`config.mk`:
```
export PLATFORM = sky130hd
export DESIGN_NAME = pc_attack_sequencer_flat
export DESIGN_NICKNAME = d
export VERILOG_FILES = /design/src/rtl/pc_attack_sequencer_if.sv /design/src/rtl/pc_attack_sequencer.sv /design/src/flat_wrapper.sv
export SDC_FILE = /design/constraint.sdc
export NUM_CORES = 1
export LEC_CHECK = 0
export ABC_AREA = 1
export CAP_MARGIN = 20
export CORE_MARGIN = 2
export CORE_UTILIZATION = 50
export CTS_CLUSTER_DIAMETER = 40
export DETAILED_ROUTE_END_ITERATION = 16
export PLACE_DENSITY = 0.75
export SLEW_MARGIN = 25
export SYNTH_ARGS = -nofsm -noshare
export SYNTH_HDL_FRONTEND = slang
export SYNTH_SLANG_ARGS = --single-unit
```
`constraint.sdc`:
```
create_clock -name clk -period 1.5 [get_ports clk]
set_input_delay 0.15 -clock clk [delete_from_list [all_inputs] [get_ports clk]]
set_output_delay 0.15 -clock clk [all_outputs]
set_load 0.02 [all_outputs]
```
`src/rtl/pc_attack_sequencer_if.sv`:
```
// Player board RAM port: sequencer drives address and strobes, RAM returns cell code.
// Synchronous read with one cycle of latency; a write commits on the edge where brd_wr_en is high.
interface pc_attack_sequencer_if;
  logic       brd_rd_en;
  logic [2:0] brd_addr_row;
  logic [2:0] brd_addr_col;
  logic [1:0] brd_rd_data;
  logic       brd_wr_en;
  logic [1:0] brd_wr_data;

  modport master (
    output brd_rd_en,
    output brd_addr_row,
    output brd_addr_col,
    output brd_wr_en,
    output brd_wr_data,
    input  brd_rd_data
  );

  modport slave (
    input  brd_rd_en,
    input  brd_addr_row,
    input  brd_addr_col,
    input  brd_wr_en,
    input  brd_wr_data,
    output brd_rd_data
  );
endinterface

```
`src/rtl/pc_attack_sequencer.sv`:
```
// PC attack sequencer: random target pick, board read-modify-write, ship bookkeeping, pc_move pulse.
// Latency >= 5 cycles from the start edge (1 when no target is left); no backpressure, the RAM answers every cycle.
module pc_attack_sequencer #(
  parameter int         BOARD_W   = 5,
  parameter int         BOARD_H   = 5,
  parameter logic [7:0] LFSR_SEED = 8'hA5
) (
  input  logic                      clk,
  input  logic                      rst,
  input  logic                      start,
  input  logic                      ships_load,
  input  logic [4:0]                ships_init,
  pc_attack_sequencer_if.master     brd,
  output logic                      hit,
  output logic                      miss,
  output logic                      pc_move,
  output logic                      busy,
  output logic [4:0]                player_ships
);

  typedef enum logic [2:0] {
    IDLE  = 3'd0,
    PICK  = 3'd1,
    READ  = 3'd2,
    EVAL  = 3'd3,
    WRITE = 3'd4,
    DONE  = 3'd5
  } state_t;

  localparam logic [6:0] CELLS = 7'(BOARD_W * BOARD_H);
  localparam logic [3:0] ROWS  = 4'(BOARD_H);
  localparam logic [3:0] COLS  = 4'(BOARD_W);

  localparam logic [1:0] CODE_WATER = 2'b00;
  localparam logic [1:0] CODE_SHIP  = 2'b01;
  localparam logic [1:0] CODE_MISS  = 2'b10;
  localparam logic [1:0] CODE_HIT   = 2'b11;

  state_t     state;
  state_t     state_nxt;
  logic [7:0] lfsr;
  logic       lfsr_fb;
  logic       start_q;
  logic [6:0] shots;
  logic [2:0] row_q;
  logic [2:0] col_q;
  logic [1:0] code_q;
  logic       trigger;
  logic       cand_ok;
  logic       ship_struck;

  // Fibonacci LFSR, taps 8,6,5,4; free-running so the pick depends on when the turn starts.
  assign lfsr_fb = lfsr[7] ^ lfsr[5] ^ lfsr[4] ^ lfsr[3];

  always_ff @(posedge clk) begin
    if (rst) begin
      lfsr <= LFSR_SEED;
    end else begin
      lfsr <= {lfsr[6:0], lfsr_fb};
    end
  end

  always_ff @(posedge clk) begin
    if (rst) begin
      start_q <= 1'b0;
    end else begin
      start_q <= start;
    end
  end

  assign trigger     = start & ~start_q;
  assign cand_ok     = ({1'b0, lfsr[2:0]} < ROWS) && ({1'b0, lfsr[5:3]} < COLS);
  assign ship_struck = (code_q == CODE_SHIP);

  always_ff @(posedge clk) begin
    if (rst) begin
      state <= IDLE;
    end else begin
      state <= state_nxt;
    end
  end

  always_comb begin
    state_nxt        = state;
    brd.brd_rd_en    = 1'b0;
    brd.brd_wr_en    = 1'b0;
    brd.brd_wr_data  = 2'b00;
    hit              = 1'b0;
    miss             = 1'b0;
    pc_move          = 1'b0;
    busy             = (state != IDLE);

    case (state)
      IDLE: begin
        // A load owns the cycle: any start edge arriving with it is discarded.
        if (!ships_load && trigger) begin
          state_nxt = (shots < CELLS) ? PICK : DONE;
        end
      end
      PICK: begin
        if (cand_ok) begin
          state_nxt = READ;
        end
      end
      READ: begin
        brd.brd_rd_en = 1'b1;
        state_nxt     = EVAL;
      end
      EVAL: begin
        // Cells already carrying a miss/hit mark are re-picked.
        state_nxt = brd.brd_rd_data[1] ? PICK : WRITE;
      end
      WRITE: begin
        brd.brd_wr_en   = 1'b1;
        brd.brd_wr_data = ship_struck ? CODE_HIT : CODE_MISS;
        hit             = ship_struck;
        miss            = ~ship_struck;
        state_nxt       = DONE;
      end
      DONE: begin
        pc_move   = 1'b1;
        state_nxt = IDLE;
      end
      default: begin
        state_nxt = IDLE;
      end
    endcase
  end

  always_ff @(posedge clk) begin
    if (rst) begin
      row_q        <= 3'd0;
      col_q        <= 3'd0;
      code_q       <= CODE_WATER;
      shots        <= 7'd0;
      player_ships <= 5'd0;
    end else begin
      if (state == IDLE && ships_load) begin
        player_ships <= ships_init;
        shots        <= 7'd0;
      end
      if (state == PICK && cand_ok) begin
        row_q <= lfsr[2:0];
        col_q <= lfsr[5:3];
      end
      if (state == EVAL) begin
        code_q <= brd.brd_rd_data;
      end
      if (state == WRITE) begin
        shots <= shots + 7'd1;
        if (ship_struck && player_ships != 5'd0) begin
          player_ships <= player_ships - 5'd1;
        end
      end
    end
  end

  assign brd.brd_addr_row = row_q;
  assign brd.brd_addr_col = col_q;

endmodule

```
`src/flat_wrapper.sv`:
```
// flat-port wrapper written by rule: the top's interface ports become plain ports
module pc_attack_sequencer_flat 
#(
  parameter int         BOARD_W   = 5,
  parameter int         BOARD_H   = 5,
  parameter logic [7:0] LFSR_SEED = 8'hA5
)
  (clk, rst, start, ships_load, ships_init, hit, miss, pc_move, busy, player_ships, brd_brd_rd_en, brd_brd_addr_row, brd_brd_addr_col, brd_brd_wr_en, brd_brd_wr_data, brd_brd_rd_data);
  pc_attack_sequencer_if brd_i ();
  input  logic clk;
  input  logic rst;
  input  logic start;
  input  logic ships_load;
  input  logic [4:0] ships_init;
  output logic hit;
  output logic miss;
  output logic pc_move;
  output logic busy;
  output logic [4:0] player_ships;
  output wire logic [$bits(brd_i.brd_rd_en)-1:0] brd_brd_rd_en;
  output wire logic [$bits(brd_i.brd_addr_row)-1:0] brd_brd_addr_row;
  output wire logic [$bits(brd_i.brd_addr_col)-1:0] brd_brd_addr_col;
  output wire logic [$bits(brd_i.brd_wr_en)-1:0] brd_brd_wr_en;
  output wire logic [$bits(brd_i.brd_wr_data)-1:0] brd_brd_wr_data;
  input wire logic [$bits(brd_i.brd_rd_data)-1:0] brd_brd_rd_data;
  assign brd_brd_rd_en = brd_i.brd_rd_en;
  assign brd_brd_addr_row = brd_i.brd_addr_row;
  assign brd_brd_addr_col = brd_i.brd_addr_col;
  assign brd_brd_wr_en = brd_i.brd_wr_en;
  assign brd_brd_wr_data = brd_i.brd_wr_data;
  assign brd_i.brd_rd_data = brd_brd_rd_data;
  pc_attack_sequencer #(.BOARD_W(BOARD_W), .BOARD_H(BOARD_H), .LFSR_SEED(LFSR_SEED)) u_core (.clk(clk), .rst(rst), .start(start), .ships_load(ships_load), .ships_init(ships_init), .brd(brd_i), .hit(hit), .miss(miss), .pc_move(pc_move), .busy(busy), .player_ships(player_ships));
endmodule
```
After elaboration in Yosys (flattened, before gate mapping)
Index checks and enable logic that the tools add are counted.
- add/sub/neg operators: 2
- multipliers: 0
- divide/modulo/power cells: 0
- magnitude comparators: 3
- equality and inequality tests: 8
- shift-type cells: 0
- muxes and demuxes: 17
- bitwise logic cells: 6
- reductions and logical operators: 11
- operators by type and width (cell ; number):
    5-bit two-way mux ; 3
    3-bit case mux with 5 select lines ; 1
    7-bit two-way mux ; 2
    3-bit two-way mux ; 4
    7-bit by 1-bit adder with 7-bit output (second input constant) ; 1
    7-bit by 5-bit less-than comparator with 1-bit output (second input constant) ; 1
    3-bit by 2-bit == test with 1-bit output (second input constant) ; 2
    3-bit == test (second input constant) ; 2
    3-bit less-than comparator (second input constant) ; 2
    1-bit two-way mux ; 6
    1-bit logical AND ; 5
    5-bit nonzero test ; 1
    5-bit by 1-bit subtractor with 5-bit output (second input constant) ; 1
    2-bit by 1-bit inequality test with 1-bit output (second input constant) ; 2
    3-bit by 1-bit == test with 1-bit output (second input constant) ; 1
    3-bit logical NOT ; 1
    3-bit nonzero test ; 1
    1-bit XOR ; 3
    2-bit by 1-bit == test with 1-bit output (second input constant) ; 1
    2-bit two-way mux ; 1
    1-bit NOT ; 2
    2-bit AND reduction ; 1
    2-bit nonzero test ; 1
    1-bit AND ; 1
    1-bit logical NOT ; 1
- register bits after elaboration: 32
- latch bits: 0
- memory bits (writable): 0
- ROM bits: 0
- bits of input ports: 11
- output and inout port bits: 19
- logic and storage cells: 55
- memories: 0

Depth between registers and ports, before layout
- depth in word-level cells: 5
- gate-level depth with buffers: 7
- mapped depth without buffers: 7

Least setup slack after synthesis
No wires, ideal clock.
- path type: register to register
- start: reg u_core.player_ships[0]
- end: reg u_core.player_ships[0]
- setup time: 117 ps
- data arrival time: 1196 ps
- required time: 1383 ps
- setup slack: 187 ps
- stages on the path, launching flop included: 7
- cells stage by stage: dfxtp_1 -> inv_1 -> ha_1 -> nand3b_1 -> nand3_4 -> o21ai_0 -> nor2_1
- cells in the longest elaborated chain, start to end: 4
- RTL lines (what ; RTL line ; text):
    start: declaration ; pc_attack_sequencer.sv:18 ; output logic [4:0] player_ships
    start signal: assignment ; pc_attack_sequencer.sv:139 ; player_ships <= ships_init;
    start signal: assignment ; pc_attack_sequencer.sv:152 ; player_ships <= player_ships - 5'd1;
    parallel branches: the longest is 3 deep, another holds 5-bit by 1-bit subtractor with 5-bit output ; - ;
    5-bit two-way mux (*) ; pc_attack_sequencer.sv:149 ; if (state == WRITE) begin
Every way passes the cells marked *.
A chain may end at the register's enable or synchronous reset.

Worst setup path in the final report
- start: reg u_core.state[0]
- end: out miss
- cells in the longest elaborated chain, start to end: 2
- RTL lines (what ; RTL line ; text):
    start: declaration ; pc_attack_sequencer.sv:39 ; state_t state;
    start signal: assignment ; pc_attack_sequencer.sv:79 ; state <= state_nxt;
    3-bit == test ; pc_attack_sequencer.sv:93 ; case (state)
    1-bit two-way mux ; pc_attack_sequencer.sv:93 ;
    end: declaration ; flat_wrapper.sv:16 ; output logic miss;
No other way between the ends.

==> results.py <==
metrics = {
    "timing": {
        "fin_crit_ns": 1.43,
        "setup_viol": 0,
        "setup_ws_ns": 0.0695,
        "tns_ns": 0,
        "final_hold_viol_count": 0,
        "fin_crit_sh_pct": 95.4,
        "slew_headroom_pct": 73.9,
        "rsz0062_at_grt": "no",
        "max_freq_mhz": 699,
        "fin_skew_ns": 0.00592,
        "worst_pin_slew_ns": 0.388,
        "drv_slew": 0,
    },
    "cells_and_area": {
        "num_antenna_cells": 0,
        "num-fill-cells": 259,
        "most-common-layout-cells": "43 x nand2_1, 29 x nor2_1, 29 x dfxtp_1, 21 x inv_1, 20 x a21oi_1",
        "final_common_cell": "nand2_1",
        "syn_to_final_growth_pct": 30.1,
        "finalInstanceArea_mm2": 0.00196,
        "final_layout_size_suffix_gt1_share_pct": 19.8,
        "nets": 259,
        "final_util_pct": 69.9,
        "seq_area_um2": 644,
        "multiInputGateArea_um2": 737,
        "fin_cells": 278,
    },
    "power_and_ir_drop": {
        "power.density_mw_per_mm2": 1060,
        "ir_worst_vdd_uv": 813,
        "seq_power_share_pct": 45.5,
        "p_int_mw": 1.45,
        "p_sw_mw": 0.623,
        "pwr-share-clk_pct": 31.8,
        "p_comb_share_pct": 22.7,
        "leakage_nw": 0.905,
        "swShare_pct": 30.1,
    },
    "worst_hold_path": {
        "hold_depth": 3,
        "min_to": "u_core.start_q",
        "worstHoldStart": "start",
        "hold_class": "input pin to flop",
    },
    "logic_synthesis": {
        "synth_xor_area_share_pct": 2.33,
        "synth_compound_area_share_pct": 12.5,
        "synth_top_family_by_area": "simple AND/OR/NAND/NOR gates",
        "synth_area_per_cell_um2": 7.42,
        "synth_top_area_cell": "dfxtp_1",
        "synth.top_cell.area_share_pct": 42.5,
        "synthCells": 203,
        "synth_mux_area_share_pct": 0,
        "syn-num-nets": 216,
        "syn_area_mm2": 0.00151,
        "ys_types": 26,
        "synthSimpleGateAreaFrac_pct": 32.4,
        "ys_warn_count": 0,
        "yosysSeqAreaShare_pct": 42.5,
        "synth_fa_ha_area_share_pct": 1.66,
        "synthTopCellsByArea": "dfxtp_1 43%, nand2_1 11%, nor2_1 7.2%",
        "ys_ff_latch": 32,
    },
    "outcome": {
        "run_status": "complete, but fails checks",
        "violations": "design-rule violations",
    },
    "clock_tree": {
        "clock_latency_ns": 0.34,
        "ctsHtreeMaxLevel": 2,
        "clk_path_buf_depth": 2,
        "cts_tree": "built",
        "cts_setup_buffers": 0,
        "clkSinkCount": 32,
        "numCtsBuffers": 5,
        "cts.reportedPaths.clkPinSlew_ns": 0.10,
        "cts-root-buf": "clkbuf_4",
    },
    "critical_path": {
        "worstPathCellList": "nor2_4 > nand2_4 > nor2_1 > clkdlybuf4s15_2",
        "cp_max_fo": 6,
        "critPathArrivalTime_ns": 1.28,
        "end_kind": "output port",
        "rr_startpoint": "u_core.state[0]",
        "ff2ff_setup_slack_ns": 0.25,
        "rr_endpoint": "u_core.player_ships[0]",
        "cpLargestDelayFamily": "flip-flops",
        "reg2reg_depth": 7,
        "cp.buffers_inverters": 1,
        "worstSetupPathType": "flop to output port",
        "slowest_delay_ns": 0.35,
        "cp-start-kind": "flop",
        "crit_slowest_cell": "dfxtp_2",
        "cp.required_ns": 1.35,
    },
    "routing": {
        "drt_pass1_iterations": 10,
        "num_vias": 1391,
        "drt-initial-drc-count": 35,
        "drtAntennaViolNets": 0,
        "wire_per_inst_um": 11.6,
        "drc_errors": 2,
        "drt_wl_total_um": 3230,
        "vias_per_cell": 5.00,
    },
    "grt": {
        "grt_use_total_pct": 22.0,
        "grt_remaining_overflow": 0,
        "grt_max_degree": 14,
        "antenna_found_initial": 0,
        "grt_pass1_wl_um": 5780,
        "grt_pass1_vias": 1357,
    },
    "floorplan": {
        "coreArea_mm2": 0.00281,
        "die_height_um": 58.9,
        "die_x_um": 58.9,
        "rows": 19,
        "start_util_pct": 53.7,
        "num_io_pins": 30,
        "die_area_mm2": 0.00347,
    },
    "place": {
        "placed_cells": 270,
        "portBuffers": 29,
        "hpwl_um": 2490,
        "place_area_mm2": 0.00190,
        "dpl_worst_slack_ns": -0.0222,
        "gp_congestion": 0.907,
    },
    "job": {
        "maxCapViolCount": 0,
    },
}
stage by stage:
stage | power, mW | hold WS [ns]
2_1_floorplan | 1.26 | 0.254
3_3_place_gp | 1.43 | 0.400
3_5_place_dp | 1.44 | 0.404
4_1_cts | 2.10 | 0.367
5_1_grt | 2.19 | 0.383
6_report | 2.07 | 0.374
per-layer routing:
metal	wire, um	track usage (%)	up-vias
met5	0	0	-
met4	67	8.77	0
met3	163	5.93	7
met2	1540	36.8	25
met1	1460	26.7	625
li1	-	-	734
cells by family (layout without fill, tap and decap cells):
kind of cell    after synthesis  after routing
xor+xnor                      4              4
fa+ha+maj                     2              2
flops                        32             32
compound gates               37             37
simple gates                 98             98
buf+inv                      30             74
sequential cells by signal, summed over array words and instances, names as in the netlist:
register / cells
u_core.start_q: 1
u_core.brd.brd_addr_col: 3
u_core.player_ships: 5
u_core.state: 3
u_core.code_q: 2
u_core.shots: 7
u_core.brd.brd_addr_row: 3
u_core.lfsr: 8
area by class of cell:
| class | instances | area share, % |
|---|---|---|
| Tap cell | 31 | 1.98 |
| Inverter | 26 | 5.42 |
| Multi-Input combinational cell | 141 | 37.6 |
| Sequential cell | 32 | 32.9 |
| Timing Repair Buffer | 40 | 18.1 |
| Clock buffer | 5 | 1.91 |
| Clock inverter | 3 | 2.17 |
power by group through the flow:
| stage | sequential [mW] | combinational, mW | clock (mW) |
|---|---|---|---|
| after floorplan | 0.988 | 0.272 | 0 |
| after global placement | 0.957 | 0.470 | 0 |
| after detailed placement | 0.961 | 0.483 | 0 |
| after CTS | 0.943 | 0.480 | 0.674 |
| after global routing | 0.950 | 0.527 | 0.712 |
| final | 0.942 | 0.470 | 0.659 |
tightest hold or removal path, stage by stage:
cell             delay, ns
clkdlybuf4s50_1       0.40
inv_1                 0.09
nor2_1                0.04
synthesized netlist by cell type (all sizes together):
cell	number
nand2	45
dfxtp	32
nor2	32
inv	25
a21oi	20
o21ai	17
nand3	9
nand4	4
or2	4
xor2	4
nor3	3
buf	2
clkbuf	2
ha	2
clkinv	1
nand3b	1
worst max path at each step:
stage | start | end | slack (ns) | cells after the start
after detailed placement | u_core.state[0] | hit | -0.02 | 4
after floorplan | u_core.player_ships[0] | u_core.player_ships[0] | 0.19 | 6
final | u_core.state[0] | miss | 0.07 | 4
after global placement | u_core.state[0] | brd_brd_wr_data[0] | 0.04 | 4
after global routing | u_core.state[0] | miss | 0.004 | 4
after CTS | u_core.player_ships[4] | player_ships[4] | 0.0007 | 1
what timing repair did:
item | 4_1_cts | 5_1_grt
hold buffers | 0 | 0
pin swaps | 0 | 0
resized for setup | 29 | 8
setup endpoints to repair | 9 | 9
Note: power is estimated with default switching activity, not from simulation.
